$ cat config.mk
export PLATFORM = sky130hd
export DESIGN_NAME = dmem_arbiter
export DESIGN_NICKNAME = d
export VERILOG_FILES = /design/src/rtl/dmem_arbiter.sv
export SDC_FILE = /design/constraint.sdc
export NUM_CORES = 1
export LEC_CHECK = 0
export BUFFER_PORTS_ARGS = -buffer_cell sky130_fd_sc_hd__buf_4
export CORE_AREA = 2 2 116 118
export DETAILED_ROUTE_END_ITERATION = 7
export DIE_AREA = 0 0 118 120
export GPL_TIMING_DRIVEN = 1
export SETUP_SLACK_MARGIN = 0.05
export SYNTH_ARGS = -nofsm -noshare
export SYNTH_HDL_FRONTEND = slang
export SYNTH_SLANG_ARGS = --single-unit
$ cat constraint.sdc
create_clock -name clk -period 1.7 [get_ports clk]
set_input_delay 0.085 -clock clk [delete_from_list [all_inputs] [get_ports clk]]
set_output_delay 0.085 -clock clk [all_outputs]
set_load 0.01 [all_outputs]
$ cat src/rtl/dmem_arbiter.sv
// dmem_arbiter: shares the single-port data memory between the core and an
// external master. The core normally wins. The external master wins when the
// core is idle, after MAX_WAIT lost cycles, or while a lock is held. A lock
// holds for at most MAX_BURST consecutive grants.
module dmem_arbiter #(
    parameter int ADDR_W    = 32,
    parameter int DATA_W    = 32,
    parameter int MAX_WAIT  = 3,
    parameter int MAX_BURST = 4
) (
    input  logic              clk,
    input  logic              reset,
    input  logic              c_req,
    input  logic              c_we,
    input  logic [ADDR_W-1:0] c_addr,
    input  logic [DATA_W-1:0] c_wdata,
    output logic [DATA_W-1:0] c_rdata,
    output logic              c_stall,
    input  logic              e_req,
    input  logic              e_we,
    input  logic              e_lock,
    input  logic [ADDR_W-1:0] e_addr,
    input  logic [DATA_W-1:0] e_wdata,
    output logic              e_gnt,
    output logic [DATA_W-1:0] e_rdata,
    output logic              e_rvalid,
    output logic              m_we,
    output logic [ADDR_W-1:0] m_addr,
    output logic [DATA_W-1:0] m_wdata,
    input  logic [DATA_W-1:0] m_rdata
);

    localparam int WW = $clog2(MAX_WAIT + 1);
    localparam int BW = $clog2(MAX_BURST + 1);
    localparam logic [WW-1:0] WAIT_MAX  = WW'(MAX_WAIT);
    localparam logic [BW-1:0] BURST_MAX = BW'(MAX_BURST);

    logic [WW-1:0]     wait_cnt_q, wait_cnt_d;
    logic [BW-1:0]     burst_cnt_q, burst_cnt_d;
    logic              lock_q, lock_d;
    logic [DATA_W-1:0] e_rdata_q, e_rdata_d;
    logic              e_rvalid_q, e_rvalid_d;
    logic              locked;
    logic              e_rd_gnt;

    // Grant decision and memory port mux; reset blocks any grant or write.
    always_comb begin
        locked  = lock_q & (burst_cnt_q < BURST_MAX);
        e_gnt   = ~reset & e_req & (~c_req | (wait_cnt_q == WAIT_MAX) | locked);
        c_stall = c_req & e_gnt;
        c_rdata = m_rdata;
        if (e_gnt) begin
            m_addr  = e_addr;
            m_wdata = e_wdata;
            m_we    = e_we;
        end else begin
            m_addr  = c_addr;
            m_wdata = c_wdata;
            m_we    = ~reset & c_req & c_we;
        end
    end

    // Next-state: starvation counter, burst counter, lock and external read capture.
    always_comb begin
        e_rd_gnt = e_gnt & ~e_we;

        wait_cnt_d = wait_cnt_q;
        if (e_gnt | ~e_req) begin
            wait_cnt_d = '0;
        end else if (c_req && (wait_cnt_q != WAIT_MAX)) begin
            wait_cnt_d = wait_cnt_q + WW'(1);
        end

        burst_cnt_d = '0;
        if (e_gnt) begin
            burst_cnt_d = (burst_cnt_q == BURST_MAX) ? burst_cnt_q : burst_cnt_q + BW'(1);
        end

        lock_d     = e_gnt & e_lock;
        e_rvalid_d = e_rd_gnt;
        e_rdata_d  = e_rd_gnt ? m_rdata : e_rdata_q;
    end

    // State registers with synchronous reset.
    always_ff @(posedge clk) begin
        if (reset) begin
            wait_cnt_q  <= '0;
            burst_cnt_q <= '0;
            lock_q      <= 1'b0;
            e_rdata_q   <= '0;
            e_rvalid_q  <= 1'b0;
        end else begin
            wait_cnt_q  <= wait_cnt_d;
            burst_cnt_q <= burst_cnt_d;
            lock_q      <= lock_d;
            e_rdata_q   <= e_rdata_d;
            e_rvalid_q  <= e_rvalid_d;
        end
    end

    assign e_rdata  = e_rdata_q;
    assign e_rvalid = e_rvalid_q;

endmodule
==> metrics <==
status=complete, but fails checks; failing checks=setup timing; routed len/inst=between 15 and 20 µm; final setup violation count=98; most frequent cells in the layout=248 x buf_4, 96 x mux2_4, 77 x buf_6, 38 x dfxtp_1, 31 x nor2b_1; post-synthesis instance total=244; final hold vios=0; Crit-path slowest cell=dfxtp_2; top_reg_cell synth=dfxtp_1; vias in the first global route=just over 3000; final worst slack=-0.2792 ns; Max Cap Viol=0; Net Count, Synth=~410; filler instances=approximately 1200; Vias=~2900; Buf/Inv on CP=4; Worst Path Class, Setup=reg -> out; clk slew on worst S/H paths=~0.060 ns; # rows=42; I/O Buffers=around 300; antenna diode count=0; startpoint types=flop; crit-path cells=ha_2 > nand2b_4 > o21ai_4 > buf_6 > buf_12 > buf_12 > mux2_4 > buf_6; Placed Instances=between 600 and 700; Placer Congestion=between 0.9 and 1; Pre-Repair DR Iteration Count=4; Clock Sinks=39; ys async rst share=0%; Util after Layout=between 40% and 50%; Post-synth EDFFs=0; Final Max Slew Viols=0; initial antenna violation count=0; Final TNS setup=-20.68 ns; WHS Path Cells=2; Die H=~120 µm; RSZ-0062 raised after global routing=yes; Fmax=between 0.5 and 0.6 GHz; crit-path max cell delay=between 0.3 and 0.4 ns; worst-skew pair later-pin latency=around 0.28 ns; maximum vdd drop=about 0.56 mV; Unique masters post-synth=27; leakage=between 3 and 4 nW; DR DRC count=0; gr usage total=about 16%; post-synthesis average cell area=between 10 and 15 µm²; worst hold path type=in -> reg; Synth area leader=mux2_4; Worst Min Path Start=m_rdata[4]; r2r endpoint=e_rdata[23]; worst r2r path cells=9; hold slack=between 0.03 and 0.04 ns; root buf cell=clkbuf_16; TritonCTS clock tree=built; vias per cell=4.036; critical path's top delay family=buffers and inverters; ANT nets after route=0; P per Cell Area=between 500 and 600 nW/µm²; DP Wirelength=9121 µm; IO Count=around 300; reg2reg setup slack=-0.19 ns; clock skew=about 0.0035 ns; relative max-transition margin=between 70% and 80%; DRT iter0 DRCs=64; post-placement cell area=a little over 5000 µm²; Nets=716; largest net degree at the start of global routing=34; Arr. time, crit path=between 1.5 and 2 ns; post-route cell area=between 6000 and 7000 µm²; share of cells above drive strength 1=a little over 80%; CTS max path bufs=2; Synth top area share=roughly 33%; crit path launch=wait_cnt_q[0]; Crit. End Element=output pin; first-pass GRT wire length=about 18000 µm; CTS Buf Count=5; Synth-to-Final Area Change=109.7%; core area=approximately 13000 µm²; worst reg2reg startpoint=wait_cnt_q[0]; YS warnings=0; commonest non-fill, non-tap cell in the layout=buf_4; Synth Register Bits=39; Slew @ Worst Pin=~0.34 ns; fin crit share=116.4%; total grt overflow=0; largest cells by area after synthesis=mux2_4 33%, dfxtp_1 27%, mux2_2 11%; Worst EP required=1.62 ns; Initial Util=22.41%; CP Max Fanout=7; die area=between 10000 and 15000 µm²; Worst Hold Path EP=e_rdata[4]; minimum clock period=just under 2 ns; Mapped Area=2909 µm²; H-tree depth=2; die width=~120 µm; final wirelength=between 10000 and 15000 µm; Non-Filler Instances=723; sequential share of the synthesized area=26.84%
## final cells by class
cell class / count / area (µm²) / area share [%]
inverter: 7 / 26.28 / 0.4307
clock inverter: 3 / 71.32 / 1.169
sequential: 39 / 782.0 / 12.82
multi-input combinational: 153 / 1842 / 30.19
clock buffer: 5 / 125.1 / 2.051
tap: 176 / 220.2 / 3.610
timing repair buffer: 340 / 3034 / 49.73
## how the worst max path moves through the flow
stage                       end  slack (ns)  depth (start not counted)
floorplan             m_addr[0]         0.1                          5
global placement     m_wdata[0]       0.007                          7
detailed placement   m_wdata[0]       -0.01                          7
CTS                 m_wdata[24]       -0.33                          9
global route         m_wdata[0]       -0.34                          8
finish               m_wdata[0]       -0.28                          8
## cell families (layout without fill, tap and decap cells)
group | Yosys count | count (layout) | share of synthesized area, %
flip-flops | 39 | 39 | 26.84
AO/OA/AOI/OAI | 3 | 3 | 1.462
buffers and inverters | 52 | 355 | 14.19
XOR/XNOR | 1 | 1 | 0.3011
AND/OR/NAND/NOR | 49 | 49 | 10.28
adder cells (fa/ha/maj) | 3 | 3 | 1.290
multiplexers | 97 | 97 | 45.63
## registers in the layout, summed over array words and instances, names as in the netlist
signal	flops
burst_cnt_q	3
e_rdata	32
e_rvalid	1
lock_q	1
wait_cnt_q	2
## metal layers
layer,wire length [µm],share of wire (%),GRT usage (%)
met4,154,1.3,3.087
met5,0,0,0
met3,1065,8.8,5.466
met1,4813,40,19.69
met2,6104,50,27.98
## cells in the mapped netlist (3+ instances only)
master,count
nor2b_1,31
inv_1,7
nor2_1,6
dfxtp_1,39
buf_6,4
clkbuf_1,3
mux2_1,4
mux2_4,63
mux2_2,29
buf_8,6
ha_1,3
buf_4,32
nand2_1,3
## stage by stage
stage	total power, mW	setup WS, ns
after floorplan	1.467	0.09548
after global placement	2.073	0.006892
after detailed placement	2.082	-0.01412
after CTS	3.558	-0.3265
after global routing	3.651	-0.3401
final	3.500	-0.2792
## where the power goes
part           internal, mW  total [mW]  switching [mW]
clock network         0.852        1.26           0.404
logic                 0.844        1.28           0.437
registers             0.948       0.964          0.0157
## timing repair
item,in CTS,in global routing
gates cloned,8,0
endpoints found under the setup margin,98,99
gates resized for setup,110,27
pin swaps,3,2
hold buffers,0,0
buffers inserted,16,5
No activity file was read; power rests on OpenSTA's default activity.
